**src/rtl/pipe_hazard_ctrl.sv**
```systemverilog
// Purpose : pipeline stage sequencer (advance/freeze/flush/bubble), EX forwarding selects,
//           data-memory wait watchdog and saturating stall/flush debug counters.
// Latency : control and forwarding outputs are combinational (same-edge); FSM/counters registered.
// Backpressure: a data-memory wait (freeze) holds every stage and bubbles MEM/WB; after
//           TIMEOUT consecutive wait cycles the block locks in ERR until reset.
//
// Ports:
//   clk, rst                  rising-edge clock, asynchronous active-low reset
//   id_rs1addr/id_rs2addr     sources of the instruction in ID
//   id_ex_rdaddr/memread      destination / load flag of the instruction in EX
//   ex_rs1addr/ex_rs2addr     sources of the instruction in EX (forwarding)
//   ex_mem_rdaddr/regwrite    destination / write flag in MEM
//   ex_mem_memop, dmem_ready  MEM data access in flight / completes this cycle
//   mem_wb_rdaddr/regwrite    destination / write flag in WB
//   branch_taken              EX resolved a taken branch or jump
//   pc_en .. ex_mem_en        stage advance enables
//   if_id_flush, id_ex_flush  load a NOP into that stage register
//   mem_wb_bubble             load a NOP into MEM/WB
//   fwd_a, fwd_b              10 = EX/MEM, 01 = MEM/WB, 00 = register file
//   err                       sticky memory-timeout error
//   stall_cnt, flush_cnt      saturating debug counters
module pipe_hazard_ctrl #(
  parameter int TIMEOUT = 16,  // consecutive freeze cycles before ERR, must be >= 2
  parameter int CNT_W   = 16
) (
  input  logic             clk,
  input  logic             rst,
  input  logic [4:0]       id_rs1addr,
  input  logic [4:0]       id_rs2addr,
  input  logic [4:0]       id_ex_rdaddr,
  input  logic             id_ex_memread,
  input  logic [4:0]       ex_rs1addr,
  input  logic [4:0]       ex_rs2addr,
  input  logic [4:0]       ex_mem_rdaddr,
  input  logic             ex_mem_regwrite,
  input  logic             ex_mem_memop,
  input  logic             dmem_ready,
  input  logic [4:0]       mem_wb_rdaddr,
  input  logic             mem_wb_regwrite,
  input  logic             branch_taken,
  output logic             pc_en,
  output logic             if_id_en,
  output logic             id_ex_en,
  output logic             ex_mem_en,
  output logic             if_id_flush,
  output logic             id_ex_flush,
  output logic             mem_wb_bubble,
  output logic [1:0]       fwd_a,
  output logic [1:0]       fwd_b,
  output logic             err,
  output logic [CNT_W-1:0] stall_cnt,
  output logic [CNT_W-1:0] flush_cnt
);

  localparam int WCNT_W = $clog2(TIMEOUT + 1);
  localparam logic [WCNT_W-1:0] WAIT_LAST = WCNT_W'(TIMEOUT - 1);
  localparam logic [WCNT_W-1:0] WCNT_ONE  = WCNT_W'(1);
  localparam logic [CNT_W-1:0]  CNT_ONE   = CNT_W'(1);
  localparam logic [CNT_W-1:0]  CNT_MAX   = {CNT_W{1'b1}};

  typedef enum logic [1:0] {
    ST_RUN  = 2'd0,
    ST_WAIT = 2'd1,
    ST_ERR  = 2'd2
  } state_e;

  state_e            state_q, state_d;
  logic [WCNT_W-1:0] wait_cnt_q, wait_cnt_d;
  logic [CNT_W-1:0]  stall_cnt_q, stall_cnt_d;
  logic [CNT_W-1:0]  flush_cnt_q, flush_cnt_d;

  logic freeze;
  logic loaduse;
  logic in_err;
  logic stall_apply;
  logic flush_apply;

  // Hazard conditions
  assign freeze  = ex_mem_memop & ~dmem_ready;
  assign loaduse = id_ex_memread & (id_ex_rdaddr != 5'd0) &
                   ((id_ex_rdaddr == id_rs1addr) | (id_ex_rdaddr == id_rs2addr));

  assign in_err = (state_q == ST_ERR);

  // What actually takes effect this cycle: freeze wins over a branch, and a
  // branch squashes the ID instruction, so its load-use stall is not applied.
  assign stall_apply = ~in_err & (freeze | (loaduse & ~branch_taken));
  assign flush_apply = ~in_err & branch_taken & ~freeze;

  // State register (also holds the watchdog and debug counters)
  always_ff @(posedge clk or negedge rst) begin
    if (!rst) begin
      state_q     <= ST_RUN;
      wait_cnt_q  <= '0;
      stall_cnt_q <= '0;
      flush_cnt_q <= '0;
    end else begin
      state_q     <= state_d;
      wait_cnt_q  <= wait_cnt_d;
      stall_cnt_q <= stall_cnt_d;
      flush_cnt_q <= flush_cnt_d;
    end
  end

  // Next-state logic
  always_comb begin
    state_d    = state_q;
    wait_cnt_d = wait_cnt_q;
    unique case (state_q)
      ST_RUN: begin
        if (freeze) begin
          state_d    = ST_WAIT;
          wait_cnt_d = WCNT_ONE;
        end
      end
      ST_WAIT: begin
        if (freeze) begin
          // wait_cnt already counts the cycles frozen before this one, so
          // reaching TIMEOUT-1 here means this is the TIMEOUT-th cycle.
          if (wait_cnt_q == WAIT_LAST) begin
            state_d = ST_ERR;
          end else begin
            wait_cnt_d = wait_cnt_q + WCNT_ONE;
          end
        end else begin
          state_d    = ST_RUN;
          wait_cnt_d = '0;
        end
      end
      ST_ERR: begin
        state_d = ST_ERR;
      end
      default: begin
        state_d    = ST_RUN;
        wait_cnt_d = '0;
      end
    endcase
  end

  // Saturating debug counters
  always_comb begin
    stall_cnt_d = stall_cnt_q;
    flush_cnt_d = flush_cnt_q;
    if (stall_apply && (stall_cnt_q != CNT_MAX)) begin
      stall_cnt_d = stall_cnt_q + CNT_ONE;
    end
    if (flush_apply && (flush_cnt_q != CNT_MAX)) begin
      flush_cnt_d = flush_cnt_q + CNT_ONE;
    end
  end

  // Output logic: control is a function of state and current inputs so the
  // pipeline registers see the decision on the same edge. While rst is low
  // everything is held at its idle value even between clock edges.
  always_comb begin
    pc_en         = 1'b0;
    if_id_en      = 1'b0;
    id_ex_en      = 1'b0;
    ex_mem_en     = 1'b0;
    if_id_flush   = 1'b0;
    id_ex_flush   = 1'b0;
    mem_wb_bubble = 1'b0;
    err           = 1'b0;
    if (rst) begin
      if (in_err) begin
        mem_wb_bubble = 1'b1;
        err           = 1'b1;
      end else if (freeze) begin
        mem_wb_bubble = 1'b1;
      end else if (branch_taken) begin
        pc_en       = 1'b1;
        if_id_en    = 1'b1;
        id_ex_en    = 1'b1;
        ex_mem_en   = 1'b1;
        if_id_flush = 1'b1;
        id_ex_flush = 1'b1;
      end else if (loaduse) begin
        // Hold PC and IF/ID, push a bubble into ID/EX, let EX drain.
        id_ex_en    = 1'b1;
        id_ex_flush = 1'b1;
        ex_mem_en   = 1'b1;
      end else begin
        pc_en     = 1'b1;
        if_id_en  = 1'b1;
        id_ex_en  = 1'b1;
        ex_mem_en = 1'b1;
      end
    end
  end

  // Forwarding selects: the younger producer (EX/MEM) takes precedence.
  always_comb begin
    fwd_a = 2'b00;
    fwd_b = 2'b00;
    if (rst) begin
      if (ex_mem_regwrite && (ex_mem_rdaddr != 5'd0) && (ex_mem_rdaddr == ex_rs1addr)) begin
        fwd_a = 2'b10;
      end else if (mem_wb_regwrite && (mem_wb_rdaddr != 5'd0) && (mem_wb_rdaddr == ex_rs1addr)) begin
        fwd_a = 2'b01;
      end
      if (ex_mem_regwrite && (ex_mem_rdaddr != 5'd0) && (ex_mem_rdaddr == ex_rs2addr)) begin
        fwd_b = 2'b10;
      end else if (mem_wb_regwrite && (mem_wb_rdaddr != 5'd0) && (mem_wb_rdaddr == ex_rs2addr)) begin
        fwd_b = 2'b01;
      end
    end
  end

  assign stall_cnt = stall_cnt_q;
  assign flush_cnt = flush_cnt_q;

endmodule

```
**config.mk**
```make
export PLATFORM = sky130hd
export DESIGN_NAME = pipe_hazard_ctrl
export DESIGN_NICKNAME = d
export VERILOG_FILES = /design/src/rtl/pipe_hazard_ctrl.sv
export SDC_FILE = /design/constraint.sdc
export NUM_CORES = 1
export LEC_CHECK = 0
export ABC_AREA = 0
export CAP_MARGIN = 30
export CELL_PAD_IN_SITES_DETAIL_PLACEMENT = 1
export CELL_PAD_IN_SITES_GLOBAL_PLACEMENT = 1
export CORE_MARGIN = 1.5
export CORE_UTILIZATION = 31
export CTS_BUF_LIST = sky130_fd_sc_hd__clkbuf_8
export CTS_CLUSTER_DIAMETER = 40
export DETAILED_ROUTE_END_ITERATION = 6
export GPL_TIMING_DRIVEN = 0
export PLACE_DENSITY_LB_ADDON = 0.3
export SLEW_MARGIN = 40
export SYNTH_ARGS = -nofsm -noshare
export SYNTH_HDL_FRONTEND = slang
export SYNTH_SLANG_ARGS = --single-unit
```
**constraint.sdc**
```tcl
create_clock -name clk -period 2.6 [get_ports clk]
set_input_delay 0.78 -clock clk [delete_from_list [all_inputs] [get_ports clk]]
set_output_delay 0.78 -clock clk [all_outputs]
set_load 0.02 [all_outputs]
```
==> impl_metrics.py <==
metrics = {
    "grt": {
        "antenna_found_initial": 0,
        "grt_overflow": 0,
        "grt_pass1_wl_um": 10900,
        "grt_max_degree": 44,
        "grtUsageTotal_pct": 16.5,
        "grt_pass1_vias": 2233,
    },
    "yosys": {
        "synth-edff-count": 0,
        "netlist.top_cell.by_area": "dfrtp_1",
        "ys_seq_area_share_pct": 41.7,
        "synth_nets": 290,
        "synth_compound_area_share_pct": 5.89,
        "ys.warnings.count": 0,
        "ys_types": 36,
        "synth_top_area_share_pct": 41.7,
        "yosys-top-cells-area": "dfrtp_1, xor2_1, xnor2_1, nand3_1, nand2_1",
        "synthSimpleGateAreaFrac_pct": 21.8,
        "synth_xor_xnor_area_share_pct": 23.2,
        "ys_ff_latch": 39,
        "syn-cell-area_um2": 2340,
        "avgSynthCellArea_um2": 9.62,
        "synth_top_family_by_area": "XOR/XNOR gates",
        "synthAdderAreaFrac_pct": 2.14,
        "syn_inst": 243,
        "ys_async_sr_fraction_pct": 100,
        "synth_ff_type": "dfrtp_1",
        "synth.mux.area_fraction_pct": 2.03,
    },
    "critical_path": {
        "crit_arrival_ns": 2.10,
        "cp.required_ns": 1.82,
        "crit_type": "in2out",
        "r2r_cells": 7,
        "startpoint_type": "input port",
        "cp-startpoint": "ex_mem_rdaddr[4]",
        "r2r-end": "stall_cnt[1]",
        "crit_fanout": 2,
        "crit_path_end_kind": "output port",
        "timing.reg2reg.setup_slack_ns": 0.44,
        "r2r-start": "stall_cnt[0]",
    },
    "sta": {
        "tightest_slew_ns": 0.384,
        "layout_setup_ws_ns": -0.277,
        "finalMaxSlewViolations": 0,
        "setup_viol": 7,
        "hold_violations": 0,
        "relSlewSlack_pct": 74.2,
        "clock_skew_ns": 0.00322,
        "holdWs_ns": 0.455,
        "fmax_ghz": 0.348,
        "rsz0062_at_grt": "true",
        "fin_crit_ns": 2.88,
        "post-route-period-util_pct": 111,
    },
    "clock_tree": {
        "cts_tree": "yes",
        "htree_levels": 2,
        "cts_buffer_depth": 2,
        "root_buffer": "clkbuf_8",
        "cts.sinks": 39,
        "cts-buffers-inserted": 5,
        "clk_latency_ns": 0.29,
        "clk_pin_slew_ns": 0.07,
    },
    "floorplanning": {
        "start_util_pct": 32.1,
        "core_um2": 7290,
        "top_level_ports": 87,
        "dieArea_um2": 8070,
        "die_y_um": 89.9,
        "die_w_um": 89.9,
        "rows": 31,
    },
    "power_and_ir_drop": {
        "peakVddDrop_mv": 0.222,
        "power_leakage_uw": 0.00160,
        "p_total_uw": 2100,
        "cellPowerDensity_nw_per_um2": 578,
    },
    "route": {
        "vias_per_cell": 4.78,
        "wl_per_cell_um": 14.2,
        "final_antenna_net_count": 0,
        "routed_wl_um": 6340,
        "vias": 2130,
        "firstDrtPassIters": 4,
        "drt_iter0_drc": 38,
        "route.detailed.drc": 0,
    },
    "cells_and_area": {
        "n_antenna_cell": 0,
        "drive_gt1_share_pct": 23.3,
        "area_delta_synth_final_pct": 55.3,
        "design_area_um2": 3630,
        "layout.nets": 395,
    },
    "placed_design": {
        "post_dp_cell_area_um2": 3420,
        "place.detailed.hpwl_um": 4960,
        "dp_slack_ns": -1.18,
        "gp_congestion": 0.756,
        "io_buffers": 86,
    },
    "run_status": {
        "status": "complete, but fails checks",
        "violations": "negative setup slack",
    },
    "job": {
        "drv_cap": 0,
    },
    "min_path": {
        "hp-class": "in2async",
    },
}
==> Yosys cell counts, types with 4 or more instances <==
| cell type | count |
|---|---|
| or4_1 | 5 |
| nor2b_1 | 4 |
| nor4_1 | 9 |
| nand2b_1 | 4 |
| nand4_1 | 7 |
| o21ai_0 | 5 |
| dfrtp_1 | 39 |
| ha_1 | 4 |
| xnor2_1 | 29 |
| a21oi_1 | 5 |
| nand3_1 | 16 |
| xor2_1 | 33 |
| inv_1 | 12 |
| nand2_1 | 18 |
| nor3_1 | 8 |
| nor2_1 | 18 |
==> worst max-delay path by stage <==
stage,cells after the start,to,slack [ns]
floorplan,5,pc_en,-0.06
global placement,5,fwd_a[0],-2.70
detailed placement,6,fwd_b[1],-1.18
CTS,7,fwd_b[0],-0.41
global route,7,fwd_a[0],-0.34
finish,7,fwd_a[0],-0.28
==> worst max-delay path, cell delays in order <==
cell	delay, ns
buf_8	0.09
or4_4	0.54
o21ai_4	0.18
nor4_4	0.05
buf_4	0.15
nor4_4	0.13
buf_4	0.18
==> layer usage <==
layer  part of all wire [%]  GRT usage, %
met5                      0             0
met2                     49          28.2
met4                    1.4          5.16
met1                     45          20.8
met3                    4.3          3.38
==> final cells by class <==
type / instances / area [um2]
Fill cell: 857 / 3660
Clock buffer: 5 / 68.8
Timing Repair Buffer: 98 / 930
Clock inverter: 1 / 3.75
Tap cell: 99 / 124
Buffer: 4 / 33.8
Sequential cell: 39 / 976
Inverter: 12 / 45.0
Multi-Input combinational cell: 188 / 1450
==> metrics by stage <==
step | instances | setup TNS (ns) | utilization, %
final | 446 | -1.25 | 49.8
after detailed placement | 429 | -16.96 | 46.9
after global placement | 428 | -49.94 | 46.6
after CTS | 442 | -1.78 | 48.9
after floorplan | 243 | -0.218 | -
after global routing | 446 | -1.61 | 49.8
==> logic make-up after synthesis <==
| group | count (synthesis) |
|---|---|
| compound gates | 20 |
| simple gates | 98 |
| flops | 39 |
| xor+xnor | 62 |
| buf+inv | 16 |
| fa+ha+maj | 4 |
| mux | 4 |
==> repair_timing <==
item / 4_1_cts / 5_1_grt
hold endpoints to repair: 0 / 0
buffers inserted: 7 / 4
hold buffers: 0 / 0
pin swaps: 19 / 23
resized for setup: 141 / 62
setup endpoints to repair: 24 / 10
==> state kept, by name, indices dropped and copies added, names as in the netlist <==
| name | flops |
|---|---|
| state_q | 2 |
| wait_cnt_q | 5 |
| stall_cnt | 16 |
| flush_cnt | 16 |
==> power breakdown <==
part / internal [uW] / total, uW / leakage (uW) / switching (uW)
Combinational: 431 / 847 / 0.00107 / 416
Clock: 175 / 371 / 0.0000413 / 196
Sequential: 727 / 883 / 0.000488 / 156
==> layout by cell type (no fill, tap or decap), drive strengths merged, types with 2 or more instances in the layout <==
cell type,n
dfrtp,39
buf,39
xor2,33
clkdlybuf4s50,33
xnor2,29
nand2,18
nor2,18
nand3,17
clkbuf,15
inv,13
dlygate4sd2,12
nor3,9
nor4,9
nand4,7
o21ai,6
clkdlybuf4s15,5
or4,5
a21oi,5
nand2b,4
ha,4
nor2b,4
dlymetal6s2s,3
and2,3
mux2,3
o22ai,3
and3,2
No activity file was read; power rests on OpenSTA's default activity.
